[config.mk]
export PLATFORM = sky130hd
export DESIGN_NAME = lane_oh_sequencer
export DESIGN_NICKNAME = d
export VERILOG_FILES = /design/src/rtl/lane_oh_sequencer.sv
export SDC_FILE = /design/constraint.sdc
export NUM_CORES = 1
export LEC_CHECK = 0
export CAP_MARGIN = 10
export CORE_MARGIN = 2
export CORE_UTILIZATION = 35
export DETAILED_ROUTE_END_ITERATION = 10
export PLACE_DENSITY = 0.64
export SETUP_SLACK_MARGIN = 0.4
export SYNTH_ARGS = -nofsm -noshare
export SYNTH_HDL_FRONTEND = slang
export SYNTH_SLANG_ARGS = --single-unit
[constraint.sdc]
create_clock -name clk -period 6.78 [get_ports clk]
set_input_delay 0.678 -clock clk [delete_from_list [all_inputs] [get_ports clk]]
set_output_delay 0.678 -clock clk [all_outputs]
set_load 0.005 [all_outputs]
[src/rtl/lane_oh_sequencer.sv]
// Walks the set bits of a lane mask one per handshake, as index + one-hot.
// Optional abort via `define LANE_SEQ_ABORT_EN (adds abort / aborted ports).
//
// Ports:
//   clk, reset         : clock, async active-high reset
//   start_valid/ready  : start handshake, start_ready high only in IDLE
//   start_mask         : lanes to visit, sampled on the start handshake
//   start_descending   : 0 = lowest lane first, 1 = highest lane first
//   lane_valid/ready   : per-lane handshake, one beat per visited lane
//   lane_idx, lane_oh  : current lane as index and one-hot (0 when idle)
//   lane_last          : current lane is the final set bit
//   busy, done         : in RUN; one-cycle pulse after a sequence completes
//   abort, aborted     : (optional) cancel a running sequence; pulse after it
module lane_oh_sequencer #(
   parameter int NUM_LANES = 16,
   parameter int IDX_WIDTH = $clog2(NUM_LANES)
) (
   input  logic                 clk,
   input  logic                 reset,
   input  logic                 start_valid,
   output logic                 start_ready,
   input  logic [NUM_LANES-1:0] start_mask,
   input  logic                 start_descending,
   output logic                 lane_valid,
   input  logic                 lane_ready,
   output logic [IDX_WIDTH-1:0] lane_idx,
   output logic [NUM_LANES-1:0] lane_oh,
   output logic                 lane_last,
`ifdef LANE_SEQ_ABORT_EN
   input  logic                 abort,
   output logic                 aborted,
`endif
   output logic                 busy,
   output logic                 done
);

   typedef enum logic {IDLE, RUN} state_t;

   state_t               state_q, state_d;
   logic [NUM_LANES-1:0] mask_q, mask_d;
   logic                 dir_q, dir_d;
   logic                 done_q, done_d;
   logic                 aborted_q, aborted_d;
   logic                 run;
   logic [IDX_WIDTH-1:0] sel_idx;

   assign run = (state_q == RUN);

   // Priority search: the last match in loop order wins, so the
   // ascending scan finds the highest bit and the descending scan the lowest.
   always_comb begin
      sel_idx = '0;
      if (dir_q) begin
         for (int i = 0; i < NUM_LANES; i++)
            if (mask_q[i]) sel_idx = IDX_WIDTH'(i);
      end else begin
         for (int i = NUM_LANES - 1; i >= 0; i--)
            if (mask_q[i]) sel_idx = IDX_WIDTH'(i);
      end
   end

   assign start_ready = !run;
   assign busy        = run;
   assign lane_valid  = run;
   assign lane_idx    = run ? sel_idx : '0;
   assign lane_oh     = run ? (NUM_LANES'(1) << sel_idx) : '0;
   // Only one bit left when clearing the lowest set bit empties the mask.
   assign lane_last   = run &&
                        ((mask_q & (mask_q - NUM_LANES'(1))) == '0);
   assign done        = done_q;

`ifdef LANE_SEQ_ABORT_EN
   assign aborted = aborted_q;
`endif

   always_comb begin
      state_d   = state_q;
      mask_d    = mask_q;
      dir_d     = dir_q;
      done_d    = 1'b0;
      aborted_d = 1'b0;
      case (state_q)
         IDLE: begin
            if (start_valid) begin
               mask_d = start_mask;
               dir_d  = start_descending;
               if (|start_mask) state_d = RUN;
               else             done_d  = 1'b1;
            end
         end
         RUN: begin
            if (lane_ready) begin
               mask_d = mask_q & ~lane_oh;
               if (lane_last) begin
                  state_d = IDLE;
                  done_d  = 1'b1;
               end
            end
`ifdef LANE_SEQ_ABORT_EN
            // Abort overrides completion: no done, remaining lanes dropped.
            if (abort) begin
               mask_d    = '0;
               state_d   = IDLE;
               done_d    = 1'b0;
               aborted_d = 1'b1;
            end
`endif
         end
         default: state_d = IDLE;
      endcase
   end

   always_ff @(posedge clk or posedge reset) begin
      if (reset) begin
         state_q   <= IDLE;
         mask_q    <= '0;
         dir_q     <= 1'b0;
         done_q    <= 1'b0;
         aborted_q <= 1'b0;
      end else begin
         state_q   <= state_d;
         mask_q    <= mask_d;
         dir_q     <= dir_d;
         done_q    <= done_d;
         aborted_q <= aborted_d;
      end
   end

endmodule
Word-level counts from Yosys, hierarchy flattened

Cells that the tools add are included.

Register bits: 19
Input bits: 21
Output and inout port bits: 25
Word-level logic and storage cells: 65

Add/sub/neg operators: 1
Equal/unequal tests: 2
Shift operators: 1
Muxes and demuxes: 47
Bitwise gates (word level): 4
Reduce and logical (&&, ||, !) cells: 6

Operator list:

| operator                | count |
|---|---|
| $mux W4                 | 32 |
| $mux W16                | 3 |
| $and A16 B16 Y16        | 2 |
| $pmux W16 S2            | 1 |
| $logic_not A16 Y1       | 1 |
| $not A16 Y16            | 1 |
| $reduce_or A16 Y1       | 1 |
| $shl A1 B4 Y16 const A  | 1 |
| $sub A16 B1 Y16 const B | 1 |
| $mux W1                 | 9 |
| $ne A2 B2 Y1 const B    | 2 |
| $pmux W1 S2             | 2 |
| $reduce_and A2 Y1       | 2 |
| $logic_and A1 B1 Y1     | 1 |
| $logic_not A1 Y1        | 1 |
| $not A1 Y1              | 1 |

Longest topological paths before layout

Gate-level depths: netlist of run 1.

Depth in word-level cells: 23
Depth in mapped cells: 7
Depth with buffers taken out: 6

Worst setup path before layout of run 1

No wires, ideal clock.

Path type: register to output
From: reg mask_q[1]
To: out lane_last
Arrival time: 1961 ps
Data required time: 6102 ps
Path slack: 4141 ps
Cell stages (with the launch flop): 6
Path buffers: 1
Path through: dfrtp_1 > buf_6 > or4_4 > a21o_1 > a2111o_1 > nor4_2

Cells in the longest elaborated chain, start to end: 4

Ends and longest elaborated chain:

| element                 | RTL line | RTL |
|---|---|---|
| start, declared         | 40       | `logic [NUM_LANES-1:0] mask_q, mask_d;` |
| start signal, assigned  | 122      | `mask_q <= mask_d;` |
| $sub A16 B1 Y16         | 69       | `((mask_q & (mask_q - NUM_LANES'(1))) == '0);` |
| $and A16 B16 Y16 (*)    | 69       |  |
| $logic_not A16 Y1 (*)   | 69       |  |
| $logic_and A1 B1 Y1 (*) | 68       | `assign lane_last = run &&` |
| end, declared           | 28       | `output logic lane_last,` |

Mark *: on every way between the ends. The rest lies on a longest branch, timed or not.

Final worst setup path of run 1

Ends and elaborated chain as after synthesis.

==> parameters.txt, run 1 <==
Parameter                              Value

Finish
  Final design utilization ... around 47%
  Register area ... ~480 um2
  Fraction of layout cells with a size suffix above 1 ... under 10%
  Most used cells in the layout excluding fill and tap cells ... clkdlybuf4s50_1, nor2_1, a21oi_1
  Signed area change from the synthesized netlist to the final layout ... 30.5%
  Fill cell count ... between 400 and 500
  Inserted Diodes ... 0
  Finished layout cell area ... approximately 0.0022 mm2
  Area of the multi-input gates ... 0.00108 mm2
  Commonest non-fill, non-tap cell in the layout ... clkdlybuf4s50_1
  Post-layout net count ... 270

Clock network
  CTS buffer count ... 3
  Cell at the root of the clock tree ... clkbuf_8
  Post-CTS clock slew at the launch and capture registers of the worst setup and hold paths ... 0.07 ns
  Post-CTS setup repair buffer count ... 0
  Clock sinks ... 19
  H-tree depth reported by CTS ... 1
  Hold-fix buffers, CTS ... 0
  Worst-case clock buffer depth ... 2
  Resized Gates After CTS ... 0
  Clk_lat worst skew ... ~0.26 ns
  TritonCTS clock tree ... built

Pwr
  Clock group share of total power ... 12.8%
  Leakage power ... slightly below 0.8 nW
  Pint ... 0.338 mW
  Switch Pwr ... a little under 0.3 mW
  Worst IR drop on VDD ... 0.120 mV
  Sequential share of power ... a little over a third
  Combinational share of power ... about half
  Areal power density over the cells ... about 290 mW/mm2
  Switching part of the total power ... around 47%

Timing
  Total count of hold-check failures in the final report ... 0
  Skew final ... ~0.0011 ns
  Worst hold margin ... around 0.72 ns
  Final clock period utilization by the worst path ... around 54%
  Setup repair after global routing missed its margin ... false
  Final max-slew violation count ... 0
  Final sum of negative setup slack ... 0 ns
  Worst Tran Pin Value ... approximately 0.74 ns
  Minimum period implied by the final worst setup slack ... roughly 3.7 ns
  Min setup slack post-route ... about 3.1 ns
  Worst max-slew margin expressed relative to the limit ... around half
  Final setup fails ... 0
  Highest clock frequency the design can meet ... 273 MHz

Setup path
  Crit path kind ... register to output pin
  Critical-path maximum fanout ... 10
  End of the worst register-to-register path ... mask_q[13]$_DFFE_PP0P_
  Maximum single-stage delay on the critical path ... 0.60 ns
  Crit path to ... lane_last
  Cell seen most often among critical-path stages ... nor4_2
  Setup slack on the worst flop-to-flop path ... between 4 and 5 ns
  CP Launch Point ... mask_q[1]$_DFFE_PP0P_
  Logic depth of the worst register-to-register path ... 5
  Crit path DAT ... 2.98 ns
  Sequence of cells on the critical path ... nor4_2, nand2_1, a2111o_1, nor4_2, clkdlybuf4s50_1
  Endpoint required time on the critical path ... 6.10 ns
  Worst Setup End Kind ... output pin
  Critical-path top delay cell ... nor4_2
  Element type at the critical path start ... register
  Worst reg2reg path startpoint ... mask_q[1]$_DFFE_PP0P_

Global route
  Met3 Resource Use GR ... approximately 3.5%
  Vias in the first global route ... roughly 1.8k
  Initial antenna violation count ... 0
  GR peak layer ... met2
  Congestion Overflow GR ... 0
  Total Routing Usage GR ... a little over a fifth
  Met2 usage ... around 34%
  Maximum number of pins on one net before global-route repair ... 22
  First-pass GRT wire length ... between 8 and 9 mm
  GR Layer Usage met1 ... between 20% and 30%

Logic synthesis
  Share of cell area taken by muxes after synthesis ... about a tenth
  Post-Syn Nets ... roughly 230
  Synthesized area per cell ... between 7 and 8 um2
  Fraction of synthesized cell area in xor and xnor cells ... 0%
  Number of synthesized flops with an enable pin ... 0
  Area fraction in compound gates after synthesis ... 26.5%
  Simple logic cell fraction of the synthesized area ... roughly 29%
  Yosys cell types ... 53
  Prevailing post-synth register cell ... dfrtp_1
  Share of synthesized flip-flops with an asynchronous set or reset ... 100%
  Synthesis Warnings ... 0
  Syn Std Cell Area ... between 0.0015 and 0.002 mm2
  Number of cells produced by synthesis ... ~210
  Main combinational cell family by area after synthesis ... simple AND/OR/NAND/NOR gates
  Synthesis-stage register bit count ... 19
  Sequential fraction of the synthesis area ... approximately 29%
  Adder and majority cell fraction of the synthesized area ... less than 1%

Die
  Core area ... roughly 0.0046 mm2
  Area enclosed by the die boundary ... approximately 0.0053 mm2
  FP Rows ... 25
  # IOs ... 46
  Die Y-Extent ... 72.7 um
  Floorplan die width ... 72.7 um
  Initial core utilization ... 35.7%

Routing
  Via count of the routed design ... 1828
  Per-cell routed wire length ... between 15 and 20 um
  Number of optimization iterations in the first detailed-route pass ... 4
  Post-DRT Antenna Nets ... 0
  DRC Markers ... 0
  Aggregate routed wire length ... approximately 5.2 mm
  Routed vias/inst ... 6.05
  Initial DRC count ... between 150 and 200

Placement
  Weighted congestion at the end of routability-driven global placement ... 0.938
  Detailed placer's ending HPWL ... 3.99 mm
  Worst Setup Slack post-DPL ... between 3 and 4 ns
  Count of input and output buffers ... 45
  Post-DP Area ... 0.00211 mm2

Hold path
  Worst min path class ... register to register

Run status
  Status ... complete, no violations

Flow run
  Maximum capacitance violations ... 0
Yosys cell counts, types with 2 or more instances:
cell type  number  area [um2]
or2_2           2        12.5
nor4_2          2        25.0
nor4_1          7        43.8
nand2_1        10        37.5
o31ai_1         3        22.5
and3_1          2        12.5
nor2_1         42         158
and2_1          2        12.5
a221oi_1        3        26.3
a21oi_1        20         100
a22o_1          2        17.5
dfrtp_1        19         475
inv_1           6        22.5
o21ai_0         6        30.0
nor2b_1         6        37.5
o311a_1         2        20.0
a32o_1          2        20.0
buf_2           2        10.0
mux2_2          3        33.8
a2111oi_0       2        17.5
o41ai_1         2        17.5
nand2b_1        3        18.8
nor3_1          8        40.0
a32oi_1         2        17.5
clkbuf_1       11        41.3
or3_1           3        18.8
o21bai_1        3        22.5
nand3_1         2        10.0
mux2i_1        12         120
layout make-up:
type,instances,share of cell area (%)
Multi-Input combinational cell,172,50.3
Tap cell,54,3.13
Clock inverter,1,0.232
Sequential cell,19,22.0
Timing Repair Buffer,46,21.2
Clock buffer,3,1.91
Inverter,7,1.22
worst max-delay path, delay by kind of cell (launching register included):
kind	cells	cell delay [ns]
flip-flops	1	0.50
AND/OR/NAND/NOR	3	1.21
buffers and inverters	1	0.58
AO/OA/AOI/OAI	1	0.42
per-layer routing:
layer,wire length (um),vias to the layer above
met2,2610,64
met4,74,0
li1,-,864
met1,2210,892
met5,0,-
met3,272,8
kinds of logic after synthesis:
| logic type | count (synthesis) |
|---|---|
| simple gates | 94 |
| mux | 15 |
| compound gates | 62 |
| buf+inv | 22 |
| fa+ha+maj | 1 |
| flops | 19 |
per-stage QoR:
| stage | std cells | total power [mW] |
|---|---|---|
| global route | 302 | 0.682 |
| finish | 302 | 0.633 |
| floorplan | 213 | 0.426 |
| detailed placement | 298 | 0.547 |
| global placement | 298 | 0.550 |
| CTS | 302 | 0.630 |
power by group through the flow:
| stage | combinational [mW] | clock, mW | sequential [mW] |
|---|---|---|---|
| 2_1_floorplan | 0.257 | 0 | 0.169 |
| 6_report | 0.327 | 0.0808 | 0.226 |
| 3_5_place_dp | 0.322 | 0 | 0.225 |
| 5_1_grt | 0.364 | 0.0872 | 0.231 |
| 3_3_place_gp | 0.323 | 0 | 0.227 |
| 4_1_cts | 0.325 | 0.0831 | 0.223 |
flip-flops by register name, summed over array words and instances, names as in the netlist:
register	cells
done	1
busy	1
dir_q	1
mask_q	16
worst min-delay path by stage:
stage,start,endpoint,cells past startpoint
final,mask_q[2]$_DFFE_PP0P_,mask_q[2]$_DFFE_PP0P_,2
after global placement,mask_q[3]$_DFFE_PP0P_,mask_q[3]$_DFFE_PP0P_,2
after CTS,mask_q[2]$_DFFE_PP0P_,mask_q[2]$_DFFE_PP0P_,2
after global routing,mask_q[15]$_DFFE_PP0P_,mask_q[15]$_DFFE_PP0P_,2
after detailed placement,mask_q[2]$_DFFE_PP0P_,mask_q[2]$_DFFE_PP0P_,2
after floorplan,mask_q[1]$_DFFE_PP0P_,mask_q[1]$_DFFE_PP0P_,3
No activity file was read; power rests on OpenSTA's default activity.
==> run 2: changes to the inputs <==
--- a/config.mk
+++ b/config.mk
@@ -9,7 +9,7 @@
 export CORE_MARGIN = 2
 export CORE_UTILIZATION = 35
 export DETAILED_ROUTE_END_ITERATION = 10
-export PLACE_DENSITY = 0.64
+export PLACE_DENSITY = 0.67
 export SETUP_SLACK_MARGIN = 0.4
 export SYNTH_ARGS = -nofsm -noshare
 export SYNTH_HDL_FRONTEND = slang
==> constraint.sdc (replaced) <==
create_clock -name clk -period 3 [get_ports clk]
set_input_delay 0.3 -clock clk [delete_from_list [all_inputs] [get_ports clk]]
set_output_delay 0.3 -clock clk [all_outputs]
set_load 0.005 [all_outputs]
==> parameters.txt, run 2 (synthesized netlist as in run 1, its figures left out) <==
Parameter                              Value

Timing
  Highest clock frequency the design can meet ... ~360 MHz
  Worst Tran Pin Value ... 0.786 ns (+0.0459 ns)
  Worst max-slew margin expressed relative to the limit ... 47.5% (-3.1 points)
  Min setup slack post-route ... 0.184 ns (-2.94 ns)
  Skew final ... 0.00124 ns (+0.000102 ns)
  Final setup fails ... 0 (unchanged)
  Final max-slew violation count ... 0 (unchanged)
  Final clock period utilization by the worst path ... between 90% and 100%
  Total count of hold-check failures in the final report ... 0 (unchanged)
  Minimum period implied by the final worst setup slack ... between 2 and 3 ns
  Setup repair after global routing missed its margin ... true
  Final sum of negative setup slack ... 0 ns (unchanged)

Global route
  Maximum number of pins on one net before global-route repair ... 20 (-9.1%)
  Initial antenna violation count ... 0 (unchanged)
  Vias in the first global route ... 2167 (+23%)
  Total Routing Usage GR ... 25.4% (+4.6 points)
  Congestion Overflow GR ... 0 (unchanged)
  First-pass GRT wire length ... 10.6 mm (+23%)

Pwr
  Sequential share of power ... 23.4% (-12 points)
  Clock group share of total power ... 8.7% (-4.1 points)
  PnR Total Power ... 2.11 mW (+230%)
  Pint ... 1.16 mW (+240%)
  Combinational share of power ... 67.9% (+16 points)
  Areal power density over the cells ... 737 mW/mm2 (+150%)
  Switch Pwr ... 0.954 mW (+220%)
  Switching part of the total power ... 45.2% (-1.4 points)
  Worst IR drop on VDD ... 0.354 mV (+200%)
  Leakage power ... 1.18 nW (+53%)

Placement
  Weighted congestion at the end of routability-driven global placement ... 0.922 (-1.7%)
  Post-DP Area ... 0.00221 mm2 (+4.6%)
  Detailed placer's ending HPWL ... 4.23 mm (+6.0%)
  Count of input and output buffers ... 45 (unchanged)
  Dpl cells ... 311 (+4.4%)
  Worst Setup Slack post-DPL ... 0.181 ns (-3.29 ns)

Die
  Initial core utilization ... 35.7% (unchanged)
  Die Y-Extent ... 72.7 um (unchanged)
  FP Rows ... 25 (unchanged)
  Core area ... 0.00463 mm2 (unchanged)
  # IOs ... 46 (unchanged)
  Floorplan die width ... 72.7 um (unchanged)
  Area enclosed by the die boundary ... 0.00529 mm2 (unchanged)

Clock network
  Hold-fix buffers, CTS ... 0 (unchanged)
  Clock sinks ... 19 (unchanged)
  H-tree depth reported by CTS ... 1 (unchanged)
  Worst-case clock buffer depth ... 2 (unchanged)
  CTS buffer count ... 3 (unchanged)
  Post-CTS clock slew at the launch and capture registers of the worst setup and hold paths ... 0.08 ns (about the same)
  Cell at the root of the clock tree ... clkbuf_8
  Clk_lat worst skew ... 0.26 ns (about the same)
  TritonCTS clock tree ... built

Finish
  Post-layout instance count excluding filler cells ... 360 (+19%)
  Max FFs per register ... 16 (unchanged)
  Register with the most flip-flops ... mask_q
  Commonest non-fill, non-tap cell in the layout ... buf_4
  Finished layout cell area ... 0.00286 mm2 (+33%)
  Most used cells in the layout excluding fill and tap cells ... buf_4, nor2_1, clkdlybuf4s50_1
  Inserted Diodes ... 0 (unchanged)
  Fraction of layout cells with a size suffix above 1 ... 45.1% (+39 points)
  Signed area change from the synthesized netlist to the final layout ... 73.1%
  Post-layout net count ... 328 (+21%)

Setup path
  End of the worst register-to-register path ... done$_DFF_PP0_
  Logic depth of the worst register-to-register path ... 7 (+2)
  Critical-path maximum fanout ... 4 (-6)
  Crit path kind ... register to output pin
  Sequence of cells on the critical path ... buf_6, buf_4, a2111oi_4, a221oi_2, buf_4, nor2b_2, o21ba_4, nor2_1, clkdlybuf4s50_1
  Critical-path top delay cell ... clkdlybuf4s50_1
  Crit path DAT ... 2.52 ns (-0.46 ns)
  Setup slack on the worst flop-to-flop path ... 0.67 ns (-3.65 ns)
  Worst reg2reg path startpoint ... mask_q[3]$_DFFE_PP0P_
  Element type at the critical path start ... register
  Cell seen most often among critical-path stages ... buf_4
  Endpoint required time on the critical path ... 2.70 ns (-3.40 ns)
  Maximum single-stage delay on the critical path ... 0.52 ns (-0.08 ns)
  Worst Setup End Kind ... output pin

Flow run
  Maximum capacitance violations ... 0 (unchanged)

Routing
  Initial DRC count ... 146 (-26%)
  Number of optimization iterations in the first detailed-route pass ... 5 (+1)
  Routed vias/inst ... 6.15 (+1.6%)
  Via count of the routed design ... 2214 (+21%)
  DRC Markers ... 0 (unchanged)
  Post-DRT Antenna Nets ... 0 (unchanged)
  Per-cell routed wire length ... 18.9 um (+11%)
  Aggregate routed wire length ... 6.82 mm (+32%)

Hold path
  Worst min path class ... input port to asynchronous set/reset pin

Run status
  Status ... complete, no violations
## run 2: through the flow
stage	util [%]	hold slack, ns
2_1_floorplan	-	0.251
5_1_grt	61.8	0.573
3_5_place_dp	47.7	0.581
3_3_place_gp	47.7	0.578
6_report	61.8	0.484
4_1_cts	57.8	0.509
## run 2: per-layer routing
metal	routed length [um]	vias to the layer above	track usage, %
met4	303	0	11.7
met1	2590	1084	30.9
met5	0	-	0
met3	483	31	4.01
met2	3440	119	43.8
li1	-	980	-
## run 2: worst max path at each step
stage,from,endpoint,slack [ns]
finish,mask_q[1]$_DFFE_PP0P_,lane_oh[6],0.18
global route,mask_q[15]$_DFFE_PP0P_,lane_oh[6],0.09
CTS,mask_q[3]$_DFFE_PP0P_,lane_last,0.24
detailed placement,mask_q[0]$_DFFE_PP0P_,lane_last,0.18
global placement,mask_q[5]$_DFFE_PP0P_,lane_oh[10],0.15
floorplan,mask_q[1]$_DFFE_PP0P_,lane_last,0.74
## run 2: worst max-delay path, delay by kind of cell (launching register included)
| family | cells | cell delay, ns |
|---|---|---|
| AOI/OAI and AO/OA | 3 | 0.61 |
| buffers and inverters | 4 | 0.97 |
| DFF | 1 | 0.42 |
| and+or+nand+nor | 2 | 0.26 |
## run 2: area by class of cell
class | count | area [um2]
fill | 382 | 1770
multi-input combinational | 172 | 1370
inverter | 7 | 26.3
tap | 54 | 67.6
clock inverter | 1 | 5.00
clock buffer | 3 | 41.3
timing repair buffer | 104 | 861
sequential | 19 | 492
## run 2: what timing repair did
item / 4_1_cts / 5_1_grt
cloned: 0 / 0
pin swaps: 11 / 13
setup buffers: 30 / 15
endpoints found under the setup margin: 18 / 19
resized for setup: 69 / 54
## run 2: power by group through the flow
stage / registers [mW] / logic, mW / clock network (mW)
after CTS: 0.479 / 1.15 / 0.186
final: 0.494 / 1.43 / 0.184
after global routing: 0.505 / 1.54 / 0.197
after global placement: 0.492 / 0.813 / 0
after detailed placement: 0.487 / 0.817 / 0
after floorplan: 0.383 / 0.580 / 0
